**src/rtl/nco_freq_meter_pkg.sv**
```systemverilog
`default_nettype none
// ============================================================================
// Package  : nco_pkg
// Brief    : Shared NCO defaults and frequency-meter state encoding.
// Revision : 1.0
// ============================================================================
package nco_pkg;

    localparam int unsigned c_nco_bits      = 4;
    localparam int unsigned c_nco_freq_bits = 4;

    typedef enum logic [1:0] {
        IDLE    = 2'd0,
        WARMUP  = 2'd1,
        MEASURE = 2'd2
    } meter_state_t;

endpackage
`default_nettype wire

```
**src/rtl/nco_freq_meter_if.sv**
```systemverilog
`default_nettype none
// ============================================================================
// Interface : nco_freq_meter_if
// Brief     : Enable/signal inputs and measurement result outputs of the meter.
// Revision  : 1.0
// ============================================================================
interface nco_freq_meter_if
    import nco_pkg::*;
#(
    parameter int NCO_FREQ_BITS = c_nco_freq_bits
) ();

    logic                     en_in;
    logic                     sig_in;
    logic [NCO_FREQ_BITS-1:0] fcw_out;
    logic                     valid_out;
    logic                     ovf_out;

    modport master (
        output en_in, sig_in,
        input  fcw_out, valid_out, ovf_out
    );

    modport slave (
        input  en_in, sig_in,
        output fcw_out, valid_out, ovf_out
    );

endinterface
`default_nettype wire

```
**src/rtl/nco_freq_meter_sync_edge_det.sv**
```systemverilog
`default_nettype none
// ============================================================================
// Module   : sync_edge_det
// Brief    : Synchronizer chain plus previous-sample flop; flags rising edges.
// Revision : 1.0
// ============================================================================
module sync_edge_det #(
    parameter int SYNC_STAGES = 2
) (
    input  logic clk_in,
    input  logic rst_in,
    input  logic sig_in,
    output logic rise_out
);

    logic [SYNC_STAGES-1:0] r_sync;
    logic                   r_prev;

    generate
        if (SYNC_STAGES == 1) begin : g_single
            always_ff @(posedge clk_in or posedge rst_in) begin
                if (rst_in) r_sync <= '0;
                else        r_sync <= sig_in;
            end
        end else begin : g_chain
            always_ff @(posedge clk_in or posedge rst_in) begin
                if (rst_in) r_sync <= '0;
                else        r_sync <= {r_sync[SYNC_STAGES-2:0], sig_in};
            end
        end
    endgenerate

    always_ff @(posedge clk_in or posedge rst_in) begin
        if (rst_in) r_prev <= 1'b0;
        else        r_prev <= r_sync[SYNC_STAGES-1];
    end

    assign rise_out = r_sync[SYNC_STAGES-1] & ~r_prev;

endmodule
`default_nettype wire

```
**src/rtl/nco_freq_meter.sv**
```systemverilog
`default_nettype none
// ============================================================================
// Module   : nco_freq_meter
// Brief    : Counts rising edges over a 2^GATE_BITS gate to recover an NCO fcw.
// Revision : 1.0
// ============================================================================
module nco_freq_meter
    import nco_pkg::*;
#(
    parameter int NCO_BITS      = c_nco_bits,
    parameter int NCO_FREQ_BITS = c_nco_freq_bits,
    parameter int GATE_BITS     = NCO_BITS,
    parameter int SYNC_STAGES   = 2
) (
    input  logic            clk_in,
    input  logic            rst_in,
    nco_freq_meter_if.slave bus
);

    localparam int c_res_w = (GATE_BITS + 1 > NCO_FREQ_BITS) ? GATE_BITS + 1 : NCO_FREQ_BITS;
    localparam logic [c_res_w-1:0] c_fcw_max = c_res_w'((1 << NCO_FREQ_BITS) - 1);

    meter_state_t             r_state;
    meter_state_t             w_state_nxt;
    logic [GATE_BITS-1:0]     r_gate_cnt;
    logic [GATE_BITS:0]       r_edge_cnt;
    logic [NCO_FREQ_BITS-1:0] r_fcw;
    logic                     r_valid;
    logic                     r_ovf;

    logic                     w_rise;
    logic                     w_term;
    logic                     w_cnt_clr;
    logic                     w_cnt_run;
    logic                     w_latch;
    logic [c_res_w-1:0]       w_total;
    logic                     w_sat;

    sync_edge_det #(
        .SYNC_STAGES (SYNC_STAGES)
    ) u_sync_edge_det (
        .clk_in   (clk_in),
        .rst_in   (rst_in),
        .sig_in   (bus.sig_in),
        .rise_out (w_rise)
    );

    assign w_term = &r_gate_cnt;

    always_ff @(posedge clk_in or posedge rst_in) begin
        if (rst_in) r_state <= IDLE;
        else        r_state <= w_state_nxt;
    end

    always_comb begin
        w_state_nxt = r_state;
        w_cnt_clr   = 1'b0;
        w_cnt_run   = 1'b0;
        w_latch     = 1'b0;
        case (r_state)
            IDLE: begin
                w_cnt_clr = 1'b1;
                if (bus.en_in) w_state_nxt = WARMUP;
            end
            WARMUP: begin
                w_cnt_run = 1'b1;
                if (w_term) begin
                    w_state_nxt = MEASURE;
                    w_cnt_clr   = 1'b1;
                end
            end
            MEASURE: begin
                w_cnt_run = 1'b1;
                if (w_term) begin
                    w_latch   = 1'b1;
                    w_cnt_clr = 1'b1;
                end
            end
            default: begin
                w_state_nxt = IDLE;
                w_cnt_clr   = 1'b1;
            end
        endcase
        // Dropping enable abandons the window from any state without a result.
        if (!bus.en_in) begin
            w_state_nxt = IDLE;
            w_cnt_clr   = 1'b1;
            w_cnt_run   = 1'b0;
            w_latch     = 1'b0;
        end
    end

    always_ff @(posedge clk_in or posedge rst_in) begin
        if (rst_in) begin
            r_gate_cnt <= '0;
            r_edge_cnt <= '0;
        end else if (w_cnt_clr) begin
            r_gate_cnt <= '0;
            r_edge_cnt <= '0;
        end else if (w_cnt_run) begin
            r_gate_cnt <= r_gate_cnt + GATE_BITS'(1);
            r_edge_cnt <= r_edge_cnt + (GATE_BITS + 1)'(w_rise);
        end
    end

    // The closing window includes a rise seen on its own terminal-count cycle.
    assign w_total = c_res_w'(r_edge_cnt) + c_res_w'(w_rise);
    assign w_sat   = (w_total > c_fcw_max);

    always_ff @(posedge clk_in or posedge rst_in) begin
        if (rst_in) begin
            r_fcw   <= '0;
            r_valid <= 1'b0;
            r_ovf   <= 1'b0;
        end else begin
            r_valid <= w_latch;
            if (w_latch) begin
                r_fcw <= w_sat ? {NCO_FREQ_BITS{1'b1}} : w_total[NCO_FREQ_BITS-1:0];
                r_ovf <= w_sat;
            end
        end
    end

    assign bus.fcw_out   = r_fcw;
    assign bus.valid_out = r_valid;
    assign bus.ovf_out   = r_ovf;

endmodule
`default_nettype wire

```
**src/flat_wrapper.sv**
```systemverilog
// flat-port wrapper written by rule: the top's interface ports become plain ports
module nco_freq_meter_flat import nco_pkg::*;
#(
    parameter int NCO_BITS      = c_nco_bits,
    parameter int NCO_FREQ_BITS = c_nco_freq_bits,
    parameter int GATE_BITS     = NCO_BITS,
    parameter int SYNC_STAGES   = 2
)
  (clk_in, rst_in, bus_en_in, bus_sig_in, bus_fcw_out, bus_valid_out, bus_ovf_out);
  nco_freq_meter_if #(.NCO_FREQ_BITS(NCO_FREQ_BITS)) bus_i ();
  input  logic clk_in;
  input  logic rst_in;
  input wire logic [$bits(bus_i.en_in)-1:0] bus_en_in;
  input wire logic [$bits(bus_i.sig_in)-1:0] bus_sig_in;
  output wire logic [$bits(bus_i.fcw_out)-1:0] bus_fcw_out;
  output wire logic [$bits(bus_i.valid_out)-1:0] bus_valid_out;
  output wire logic [$bits(bus_i.ovf_out)-1:0] bus_ovf_out;
  assign bus_i.en_in = bus_en_in;
  assign bus_i.sig_in = bus_sig_in;
  assign bus_fcw_out = bus_i.fcw_out;
  assign bus_valid_out = bus_i.valid_out;
  assign bus_ovf_out = bus_i.ovf_out;
  nco_freq_meter #(.NCO_BITS(NCO_BITS), .NCO_FREQ_BITS(NCO_FREQ_BITS), .GATE_BITS(GATE_BITS), .SYNC_STAGES(SYNC_STAGES)) u_core (.clk_in(clk_in), .rst_in(rst_in), .bus(bus_i));
endmodule
```
**config.mk**
```make
export PLATFORM = sky130hd
export DESIGN_NAME = nco_freq_meter_flat
export DESIGN_NICKNAME = d
export VERILOG_FILES = /design/src/rtl/nco_freq_meter_pkg.sv /design/src/rtl/nco_freq_meter_if.sv /design/src/rtl/nco_freq_meter_sync_edge_det.sv /design/src/rtl/nco_freq_meter.sv /design/src/flat_wrapper.sv
export SDC_FILE = /design/constraint.sdc
export NUM_CORES = 1
export LEC_CHECK = 0
export ABC_AREA = 1
export CORE_MARGIN = 10
export CORE_UTILIZATION = 45
export CTS_BUF_LIST = sky130_fd_sc_hd__clkbuf_16
export CTS_CLUSTER_SIZE = 16
export DETAILED_ROUTE_END_ITERATION = 7
export PLACE_DENSITY = 0.69
export SYNTH_ARGS = -nofsm -noshare
export SYNTH_HDL_FRONTEND = slang
export SYNTH_HIERARCHICAL = 1
export SYNTH_SLANG_ARGS = --single-unit
```
**constraint.sdc**
```tcl
create_clock -name clk_in -period 1.3 [get_ports clk_in]
set_input_delay 0.39 -clock clk_in [delete_from_list [all_inputs] [get_ports clk_in]]
set_output_delay 0.39 -clock clk_in [all_outputs]
set_load 0.05 [all_outputs]
```
==> results.md <==
* Outcome: finished, violations left
* Failing checks: setup timing
* Hold_buf cts at 0
* Final setup fails at 2
* Starting DRT DRC Count at 17
* Fraction of layout cells with a size suffix above 1 at roughly a quarter
* Fmax achieved at 746 MHz
* Dpl ws at -0.188 ns
* Crit path arrival time at between 1 and 1.5 ns
* Gate Count Post-Synth at 93
* Net Sw Power at around 400 uW
* P_int at 1210 uW
* Clk Latency, worst-skew pair at about 0.24 ns
* TritonCTS clock tree: built
* Min-delay worst type: in -> async
* Largest stage delay, worst path at 0.38 ns
* VDD IR max at 0.00106 V
* IO Count at 10
* Setup crit start kind: register
* Port bufs at 9
* Leakage at about 0.00061 uW
* Worst path cell trace: nor2_2 > ha_2 > ha_4 > nand4_1 > nand2_2 > nand2_1 > nand2_1 > nand2_1
* Sw Ratio at between 20 and 25%
* Post-Syn Nets at 104
* Slowest library cell on the worst path: dfrtp_1
* Met2 wire length at between 800 and 900 um
* Clock root cell: clkbuf_16
* Commonest cells post-synth: dfrtp_1, nand2_1, nor2_1
* DIE HEIGHT at roughly 65 um
* Initial Util at 46.6%
* Setup crit end kind: register
* Core area at between 1500 and 2000 um^2
* First-pass GRT wire length at ~2.7 mm
* PD cells at about 1300 nW/um^2
* Gpl congestion at between 0.7 and 0.8
* DRC at 0
* Most common cell in the netlist: dfrtp_1
* Crit path time final at roughly 1.3 ns
* Max Root-Sink Buffers at 2
* Nets at between 100 and 150
* Die width at roughly 65 um
* DR vias at 637
* Yosys top cell area share at a little under three fifths
* Number of hold violations in the final report at 0
* Critical path required time at between 1 and 1.5 ns
* Sequential power share at 44.2%
* Post-detailed-route wirelength per cell at roughly 11 um
* Global route overflow at 0
* Synth Cell Area at 896 um^2
* Row count at 16
* Cts bufs inserted at 3
* PnR worst setup slack at -0.0407 ns
* Vias in the first global route at 646
* Synthesis warning total at 6
* RSZ-0062 raised after global routing: yes
* Clk slew on worst S/H paths at about 0.050 ns
* Tot Pwr at 1620 uW
* Synth area leader: dfrtp_1
* Max_slew headroom at 86.2%
* Crit path top cell by count: nand2_1
* Worst-path maximum fanout at 6
* P&R area growth vs syn at 38.5%
* Worst Max-Slew Pin Slew at 0.206 ns
* Post-synthesis async set-or-reset flop share at between 90% and 100%
* Sink Count at 20
* Largest cells by area after synthesis: dfrtp_1, ha_1, nand2_1
* DRT Pass-1 Iters at 4
* Ys flop type: dfrtp_1
* Dpl hpwl at 1.22 mm
* Avg Cell Area, Syn at a little under 10 um^2
* Initial antenna violation count at 0
* Diodes inserted at 0
* Crit share post-route at 103%
* Clk pwr share at 37.4%
* Final antenna-violating net count at 0
* Clock skew at around 0.0017 ns
* Dpl cell area at 1130 um^2
* Max-Cap Viols at 0
* Logic pwr share at a little under a fifth
* # H-tree levels at 1
* Sequential-to-total area share from yosys stat at ~56%
* Wl on met1 at approximately 630 um
* Unique masters post-synth at 16
* Highest Signal Layer: met4
* Met3 WL at around 53 um
* Total Wirelength at about 1.5 mm
* Final slew viol count at 0
* Yosys reg bits at 20
* Post-route cell area at about 1200 um^2
* Setup CP Type: reg -> reg
* Post-DR vias/cell at between 4 and 5
* Post-synth EDFFs at 0
* Largest net degree at the start of global routing at 18
* Die area at around 4200 um^2
* GRT Util Overall at under 10%
==> critical path: cells and delay by family, from the launching register on <==
family                     cells  cell delay [ns]
DFF                            1             0.38
and+or+nand+nor                6             0.49
adders and majority gates      2             0.35
==> layer usage <==
layer | vias up | GRT usage (%)
li1 | 330 | -
met1 | 298 | 8.35
met2 | 7 | 14.0
met3 | 2 | 2.41
met4 | 0 | 4.81
met5 | - | 0
==> cells by family after synthesis <==
group / after synthesis / share of synthesized area, %
simple gates: 48 / 25.3
xor+xnor: 2 / 1.96
compound gates: 3 / 1.68
flops: 20 / 55.9
fa+ha+maj: 7 / 9.78
buf+inv: 13 / 5.45
==> power groups by stage <==
| stage | clock, uW | combinational (uW) | sequential [uW] |
|---|---|---|---|
| floorplan | 0 | 188 | 717 |
| global placement | 0 | 280 | 722 |
| detailed placement | 0 | 292 | 726 |
| CTS | 630 | 299 | 715 |
| global route | 652 | 342 | 723 |
| finish | 605 | 297 | 714 |
==> layout make-up <==
type                    instances  area, um^2
clock inverters                 1        3.75
clock buffers                   3        75.1
fillers                       166         681
repair buffers                 16         205
flip-flops and latches         20         500
well taps                      27        33.8
inverters                      13        48.8
multi-input cells              60         374
==> per-stage QoR <==
step	setup TNS (ns)	hold slack, ns	instances	util (%)
2_1_floorplan	0	0.144	93	-
3_3_place_gp	-1.32	0.334	135	58.8
3_5_place_dp	-1.68	0.341	135	58.8
4_1_cts	-0.144	0.338	140	64.2
5_1_grt	-0.553	0.355	140	64.6
6_report	-0.0754	0.337	140	64.6
==> flip-flops by register name, indices dropped and copies added (netlist names) <==
| name | cells |
|---|---|
| u_core/bus.fcw_out | 4 |
| u_core/bus.ovf_out | 1 |
| u_core/bus.valid_out | 1 |
| u_core/r_edge_cnt | 5 |
| u_core/r_gate_cnt | 4 |
| u_core/r_state | 2 |
| u_core/u_sync_edge_det/r_prev | 1 |
| u_core/u_sync_edge_det/r_sync | 2 |
==> repair_timing <==
item,4_1_cts,5_1_grt
setup buffers,1,0
endpoints found under the setup margin,5,8
resized for setup,3,4
pin swaps,1,4
endpoints found under the hold margin,0,0
==> final timing paths <==
| path | start | endpoint | slack, ns | cells past startpoint |
|---|---|---|---|---|
| worst max-delay path | u_core/u_sync_edge_det/r_prev | u_core/bus.fcw_out[3] | -0.04 | 8 |
| worst min-delay path | rst_in | u_core/u_sync_edge_det/r_prev | 0.34 | 2 |
| worst max register to register | u_core/u_sync_edge_det/r_prev | u_core/bus.fcw_out[3] | -0.04 | 8 |
| worst min register to register | u_core/u_sync_edge_det/r_sync[0] | u_core/u_sync_edge_det/r_sync[1] | 0.35 | 0 |
| max in group asynchronous | rst_in | u_core/bus.valid_out | 0.63 | 3 |
| min in group clk_in | u_core/u_sync_edge_det/r_sync[0] | u_core/u_sync_edge_det/r_sync[1] | 0.35 | 0 |
==> placed cells by master, fill, tap and decap left out <==
cell | netlist | layout
xor2_1 | 1 | 1
xnor2_1 | 1 | 1
nand3_2 | 2 | 3
inv_2 | 0 | 1
nand2_2 | 2 | 4
nand4_1 | 4 | 4
clkdlybuf4s50_1 | 0 | 2
a21oi_1 | 2 | 2
clkbuf_16 | 0 | 3
o21ai_1 | 1 | 1
nor2_2 | 1 | 2
ha_4 | 0 | 1
clkinv_1 | 0 | 1
ha_1 | 7 | 5
buf_12 | 0 | 6
inv_1 | 13 | 12
buf_4 | 0 | 7
nand2_1 | 19 | 17
ha_2 | 0 | 1
dlymetal6s2s_1 | 0 | 1
nor3b_1 | 1 | 1
nand3_1 | 4 | 3
nor2_4 | 1 | 1
nor2_1 | 14 | 13
dfrtp_1 | 20 | 20
(Power assumes the default switching activity.)
